[src/rtl/wb_lsu_master.sv]
// wb_lsu_master: Wishbone classic initiator for single core load/store requests with lane steering, retry and timeout.
module wb_lsu_master #(
  parameter int unsigned MAX_RETRIES    = 3,
  parameter int unsigned TIMEOUT_CYCLES = 255
) (
  input  logic        clk_i,
  input  logic        rst_i,
  input  logic        req_valid_i,
  output logic        req_ready_o,
  input  logic [31:0] req_addr_i,
  input  logic        req_we_i,
  input  logic [1:0]  req_size_i,
  input  logic        req_unsigned_i,
  input  logic [31:0] req_wdata_i,
  output logic        rsp_valid_o,
  output logic [31:0] rsp_rdata_o,
  output logic        rsp_err_o,
  output logic        cyc_o,
  output logic        stb_o,
  output logic [31:0] adr_o,
  output logic [3:0]  sel_o,
  output logic [31:0] dat_o,
  output logic        we_o,
  input  logic [31:0] dat_i,
  input  logic        ack_i,
  input  logic        err_i,
  input  logic        rty_i
);
  typedef enum logic [1:0] {IDLE, BUS, BACKOFF, RESP} state_t;
  state_t      state_q, state_d;
  logic [31:0] adr_q, adr_d, wdata_q, wdata_d, rdata_q, rdata_d, rty_q, rty_d, tmo_q, tmo_d;
  logic [1:0]  size_q, size_d;
  logic        we_q, we_d, uns_q, uns_d, err_q, err_d;
  logic        mis, bus;
  logic [31:0] sh, ld;
  assign mis = (req_size_i == 2'b11) | ((req_size_i == 2'b01) & req_addr_i[0]) |
               ((req_size_i == 2'b10) & (|req_addr_i[1:0]));
  assign sh  = dat_i >> {adr_q[1:0], 3'b000};
  assign ld  = size_q == 2'b00 ? {{24{~uns_q & sh[7]}}, sh[7:0]} :
               size_q == 2'b01 ? {{16{~uns_q & sh[15]}}, sh[15:0]} : sh;
  assign bus = state_q == BUS;
  assign req_ready_o = state_q == IDLE;
  assign rsp_valid_o = state_q == RESP;
  assign rsp_rdata_o = rdata_q;
  assign rsp_err_o   = err_q;
  assign cyc_o = bus;
  assign stb_o = bus;
  assign we_o  = bus & we_q;
  assign adr_o = bus ? {adr_q[31:2], 2'b00} : 32'h0;
  assign sel_o = !bus ? 4'h0 : size_q == 2'b00 ? 4'b0001 << adr_q[1:0] :
                 size_q == 2'b01 ? 4'b0011 << adr_q[1:0] : 4'hf;
  assign dat_o = !bus ? 32'h0 : size_q == 2'b00 ? {4{wdata_q[7:0]}} :
                 size_q == 2'b01 ? {2{wdata_q[15:0]}} : wdata_q;
  always_comb begin
    state_d = state_q;
    adr_d   = adr_q;
    wdata_d = wdata_q;
    size_d  = size_q;
    we_d    = we_q;
    uns_d   = uns_q;
    rty_d   = rty_q;
    tmo_d   = tmo_q;
    rdata_d = rdata_q;
    err_d   = err_q;
    case (state_q)
      IDLE: if (req_valid_i) begin
        adr_d   = req_addr_i;
        wdata_d = req_wdata_i;
        size_d  = req_size_i;
        we_d    = req_we_i;
        uns_d   = req_unsigned_i;
        tmo_d   = '0;
        state_d = mis ? RESP : BUS;
        if (mis) begin
          err_d   = 1'b1;
          rdata_d = '0;
        end
      end
      BUS: begin
        tmo_d = tmo_q + 1;
        // err beats rty beats ack; a late ack still wins over the timeout
        if (err_i || (rty_i && rty_q >= MAX_RETRIES) ||
            (!rty_i && !ack_i && TIMEOUT_CYCLES != 0 && tmo_q == TIMEOUT_CYCLES - 1)) begin
          state_d = RESP;
          err_d   = 1'b1;
          rdata_d = '0;
        end else if (rty_i) begin
          rty_d   = rty_q + 1;
          state_d = BACKOFF;
        end else if (ack_i) begin
          state_d = RESP;
          err_d   = 1'b0;
          rdata_d = we_q ? 32'h0 : ld;
        end
      end
      BACKOFF: begin
        tmo_d   = '0;
        state_d = BUS;
      end
      default: begin
        rty_d   = '0;
        state_d = IDLE;
      end
    endcase
  end
  always_ff @(posedge clk_i or negedge rst_i) begin
    if (!rst_i) begin
      state_q <= IDLE;
      adr_q   <= '0;
      wdata_q <= '0;
      size_q  <= '0;
      we_q    <= 1'b0;
      uns_q   <= 1'b0;
      rty_q   <= '0;
      tmo_q   <= '0;
      rdata_q <= '0;
      err_q   <= 1'b0;
    end else begin
      state_q <= state_d;
      adr_q   <= adr_d;
      wdata_q <= wdata_d;
      size_q  <= size_d;
      we_q    <= we_d;
      uns_q   <= uns_d;
      rty_q   <= rty_d;
      tmo_q   <= tmo_d;
      rdata_q <= rdata_d;
      err_q   <= err_d;
    end
  end
endmodule

[config.mk]
export PLATFORM = sky130hd
export DESIGN_NAME = wb_lsu_master
export DESIGN_NICKNAME = d
export VERILOG_FILES = /design/src/rtl/wb_lsu_master.sv
export SDC_FILE = /design/constraint.sdc
export NUM_CORES = 1
export LEC_CHECK = 0
export CORE_UTILIZATION = 44
export DETAILED_ROUTE_END_ITERATION = 8
export HOLD_SLACK_MARGIN = 0.12
export PLACE_DENSITY_LB_ADDON = 0.1
export SYNTH_ARGS = -nofsm -noshare
export SYNTH_HDL_FRONTEND = slang
export SYNTH_SLANG_ARGS = --single-unit
[constraint.sdc]
create_clock -name clk_i -period 2.7 [get_ports clk_i]
set_input_delay 0.405 -clock clk_i [delete_from_list [all_inputs] [get_ports clk_i]]
set_output_delay 0.405 -clock clk_i [all_outputs]
set_load 0.02 [all_outputs]
# After elaboration in Yosys (flattened, before gate mapping)
# Index checks and enable logic that the tools add are counted.
# word_totals
out_inout_bits	106
word_cells	91
ff_bits	167
inputBits	106
# op_classes
magnitude_cmp	1
mux	33
addsub	2
n_eq_ne	15
n_bitwise	9
shifts	3
n_reduce_logical	18
# ops
op	count
2-to-1 mux 32 bit	15
one-hot mux 32 bit (2 select lines)	2
one-hot mux 32 bit (3 select lines)	1
adder 32 x 1 -> 32 bit, second input constant	2
equality test 32 x 8 -> 1 bit, second input constant	1
>= comparator 32 x 2 -> 1 bit, second input constant	1
>> shifter 32 x 5 -> 32 bit	1
2-to-1 mux 4 bit	3
2-to-1 mux 2 bit	5
equality test 2 bit, second input constant	4
equality test 2 x 1 -> 1 bit, second input constant	3
inequality test 2 bit, second input constant	3
inequality test 3 x 2 -> 1 bit, second input constant	2
one-hot mux 2 bit (3 select lines)	1
AND reduction 2 bit	3
AND 1 bit	5
2-to-1 mux 1 bit	5
AND reduction 5 bit	1
logical NOT 2 bit	2
inequality test 4 x 3 -> 1 bit, second input constant	1
OR reduction 2 bit	2
<< shifter 1 x 2 -> 4 bit, first input constant	1
<< shifter 2 x 2 -> 4 bit, first input constant	1
logical AND 1 bit	3
9 further kinds	13

# Longest topological paths before layout
# depth
ltp_word	9
mapped_depth	10
depth_no_buf	8

# Least setup slack after synthesis
# OpenSTA, ideal clock, no wires.
# synth_timing
path_type	register -> register
startpoint	register rty_q[0]
endpoint	register rdata_q[10], in the netlist rsp_rdata_o[10]
period_less_slack_ps	2165
path_buffers	1
arrival_time_ps	2070
setup_time_ps	96
setup_slack_ps	535
required_ps	2604
path_stages_with_launch	9
path_cell_list	dfrtp_1 ha_1 nor4_1 nand4_1 o21a_2 o41ai_4 buf_6 nand2_1 o31ai_1
# synth_via
elab_chain_cells	6
word_cells_on_any_way	9
classes_between	order compare (1); eq/ne (2); mux (2); reduce/logical (4)
# synth_lines
item	line	source
start: declaration	31	logic [31:0] adr_q, adr_d, wdata_q, wdata_d, rdata_q, rdata_d, rty_q, rty_d, tmo_q, tmo_d;
start signal: assignment	125	rty_q <= rty_d;
>= comparator 32 x 2 -> 1 bit (*)	82	if (err_i || (rty_i && rty_q >= MAX_RETRIES) ||
logical AND 1 bit (*)	82	
logical OR 1 bit (*) (2 in a row)	82	
inequality test 3 x 2 -> 1 bit (no source line) or 2-to-1 mux 32 bit (tied branches)	-	
AND reduction 5 bit (no source line) or one-hot mux 32 bit (2 select lines) (tied branches)	-	
end signal: assignment	127	rdata_q <= rdata_d;
end: declaration	31	
# Mark *: on every way between the ends. The rest lies on a longest branch, timed or not.
# A chain may end at the register's enable or synchronous reset.

# Worst setup path in the final report
# layout_timing
startpoint	register state_q[1]
endpoint	output port dat_o[7]
# layout_via
elab_chain_cells	2
# layout_lines
item	line	source
start: declaration	30	state_t state_q, state_d;
start signal: assignment	119	state_q <= state_d;
equality test 2 x 1 -> 1 bit	41	assign bus = state_q == BUS;
2-to-1 mux 32 bit	52	assign dat_o = !bus ? 32'h0 : size_q == 2'b00 ? {4{wdata_q[7:0]}} :
end: declaration	22	output logic [31:0] dat_o,
# Every way passes these cells.

==> impl_metrics.tcl <==
set metrics [dict create \
    leakagePower_nw 4.94 \
    detail_route.wl_per_cell_um 17.9 \
    die_h_um 140 \
    synth_top_area_cell "dfrtp_1" \
    number_of_different_library_cells_in_the_post_synthesis_netlist 54 \
    nNetsFinal 1129 \
    cts_sinks 167 \
    cts.reportedPaths.clkPinSlew_ns 0.07 \
    ioPinCount 212 \
    max_capacitance_violation_total 0 \
    setup-tns-final_ns 0 \
    worst_ep_required_time_ns 2.30 \
    ys_ff_latch 167 \
    numPortBuffers 209 \
    finalCritPeriodShare 0.961 \
    detailedRoute.firstPassIterationCount 5 \
    num_antenna_cells 0 \
    status "complete, no violations" \
    part_of_the_yosys_area_used_for_sequential_elements 0.496 \
    grt_setup_unrepaired "no" \
    final_layout_size_suffix_gt1_frac 0.156 \
    final_replace_weighted_congestion 0.855 \
    grt_first_pass_wirelength_um 37100 \
    globalRouteTotalUtil 0.240 \
    vias 6911 \
    critPathArrivalTime_ns 2.19 \
    maximum_number_of_pins_on_one_net_before_global_route_repair 69 \
    synth-edff-count 0 \
    remaining_drc_errors 0 \
    drv_slew 0 \
    post_synth_main_area_contributors "dfrtp_1 50%, mux2_2 11%, and2_1 5.3%, a21oi_1 3.3%, o21ai_0 3.1%" \
    mostFrequentLayoutCell "clkdlybuf4s50_1" \
    num-fill-cells 1568 \
    effective_utilization_at_floorplan 0.449 \
    finalHoldViolations 0 \
    finalWirelength_um 22700 \
    holdCritPathClass "reg2reg" \
    first_global_vias 6928 \
    final_std_cell_area_no_fill_um2 11400 \
    critical_path.top_delay_family "buffers and inverters" \
    setup.worst_path.end_class "output pin" \
    clock_tree.buffer_depth 2 \
    synth_warnings 0 \
    avgSynthCellArea_um2 10.3 \
    max-vdd-ir-drop_mv 0.573 \
    critical_path.max_fanout 34 \
    row_count 50 \
    yosysTopAreaCellShare 0.496 \
    placement_stage_cell_area_um2 10800 \
    startpoint_type "flip-flop" \
    worst-slew-pin-transition_ns 0.677 \
    tritoncts "built" \
    finalCriticalPeriod_ns 2.60 \
    syn_area_um2 8430 \
    synthFlopType "dfrtp_1" \
    worst_path_bufs_invs 3 \
    hold_path_startpoint "rsp_rdata_o[8]" \
    grt_overflow_total 0 \
    final_antenna_net_count 0 \
    crit_slowest_cell "clkdlybuf4s50_1" \
    number_of_clock_buffers_inserted_by_tritoncts 17 \
    root_buffer "clkbuf_16" \
    syn-instance-count 822 \
    asyncSetResetFlopFracSynth 1.00 \
    cts-htree-levels 4 \
    areaGrowthSynthToFinish_pct 35.3 \
    critical_path.max_stage_delay_ns 0.59 \
    timing.critical_path.cells "nand2b_2 > clkinv_1 > clkbuf_16 > and2_1 > clkdlybuf4s50_1" \
    leading_cell_types_in_the_layout_fill_and_taps_excluded "197 x clkdlybuf4s50_1, 166 x dfrtp_1, 82 x mux2_2, 71 x and2_1, 68 x nand2_1" \
    fp.dieW_um 140 \
    power_density_nw_per_um2 1100 \
    crit_path_start "state_q[1]" \
    dieArea_um2 19700 \
    vias_per_cell 5.47 \
    place.detailed.hpwl_um 15400 \
    drt_iter0_markers 434 \
    clock_latency_ns 0.43 \
    timing.clock.skew_ns 0.0111 \
    fmaxAchievable_mhz 385 \
    maxSlewHeadroom 0.548 \
    setup_violations 0 \
    placeableCoreArea_um2 18800 \
    crit-reg2reg-launch "tmo_q[0]" \
    antenna_found_initial 1 \
    critical_path_type "reg2out" \
]
[flip-flops by register name, summed over array words and instances, names as in the netlist, 2 cells and up]
signal,flops
wdata_q,32
rsp_rdata_o,32
size_q,2
state_q,2
adr_q,32
tmo_q,32
rty_q,32
[power by group]
part	internal (mW)	switching, mW
logic	2.96	3.47
clock network	1.23	1.16
registers	3.23	0.533
[stage by stage]
| stage | power [mW] | utilization | std cells | hold slack (ns) | setup WS (ns) |
|---|---|---|---|---|---|
| floorplan | 7.66 | - | 823 | 0.109 | 0.535 |
| global placement | 10.1 | 0.573 | 1227 | 0.407 | 0.351 |
| detailed placement | 10.2 | 0.573 | 1227 | 0.410 | 0.245 |
| CTS | 12.6 | 0.604 | 1260 | 0.486 | 0.00687 |
| global route | 13.4 | 0.608 | 1263 | 0.504 | 0.00403 |
| finish | 12.6 | 0.608 | 1263 | 0.480 | 0.105 |
[layout make-up]
cell class	count	area (um2)	area share
repair buffers	237	2420	0.212
well taps	234	293	0.0257
inverters	10	37.5	0.00329
clock buffers	17	425	0.0373
multi-input cells	583	3900	0.342
clock inverters	15	153	0.0134
flip-flops and latches	167	4180	0.366
[routing by layer]
| metal | wire, um | vias to the layer above | share of wire | global-route usage |
|---|---|---|---|---|
| met5 | 12 | - | 0.00053 | 0 |
| met4 | 548 | 2 | 0.024 | 0.0873 |
| met3 | 1600 | 40 | 0.070 | 0.0687 |
| met2 | 10500 | 218 | 0.46 | 0.377 |
| met1 | 10000 | 3336 | 0.44 | 0.317 |
| li1 | - | 3315 | - | - |
[worst paths after layout]
path	to	slack [ns]	cells after the start
min in group asynchronous	rty_q[29]	0.51	2
worst max-delay path	dat_o[7]	0.10	5
worst min-delay path	rsp_rdata_o[8]	0.48	2
worst min register to register	rsp_rdata_o[8]	0.48	2
max in group asynchronous	wdata_q[31]	1.44	3
worst max register to register	rsp_rdata_o[15]	0.26	8
[cell usage after synthesis (3+ instances only)]
cell type	count
ha_1	7
o21ai_1	3
a21o_1	3
clkbuf_1	35
a21oi_1	56
buf_1	6
buf_6	8
mux2_2	82
inv_1	9
nor4_1	9
a221oi_1	7
nand4_1	13
nand3_1	21
and3_1	8
nor3_1	5
nor4_2	3
nor2b_1	4
nor2_1	59
dfrtp_1	167
buf_4	4
and4_1	6
nand2_1	68
a31oi_1	13
o21ai_0	53
and2_1	72
o41ai_1	3
mux2i_1	25
o31ai_1	32
buf_2	10
[worst reg2reg max path, cell delays in order, from the launching register on]
cell and delay (ns):
dfrtp_1 0.46, inv_1 0.10, ha_1 0.20, nor4b_2 0.22, nand4_1 0.22, nor4_4 0.44, o41ai_4 0.11, buf_12 0.22
o31ai_1 0.35
[logic make-up (layout without fill, tap and decap cells)]
family                     Yosys count  in the layout  share of synthesized area
and+or+nand+nor                    284            284                      0.179
AOI/OAI and AO/OA                  183            183                      0.132
DFF                                167            167                      0.496
muxes                              107            107                      0.139
buffers and inverters               73            279                     0.0429
adders and majority gates            7              7                     0.0104
other                                1              2                   0.000445
[what timing repair did]
item	in CTS	in global routing
gates resized for setup	2	10
hold buffers	1	0
setup endpoints to repair	11	41
cloned	0	1
hold endpoints to repair	53	0
buffers inserted	0	2
pin swaps	0	0
Note: power is estimated with default switching activity, not from simulation.
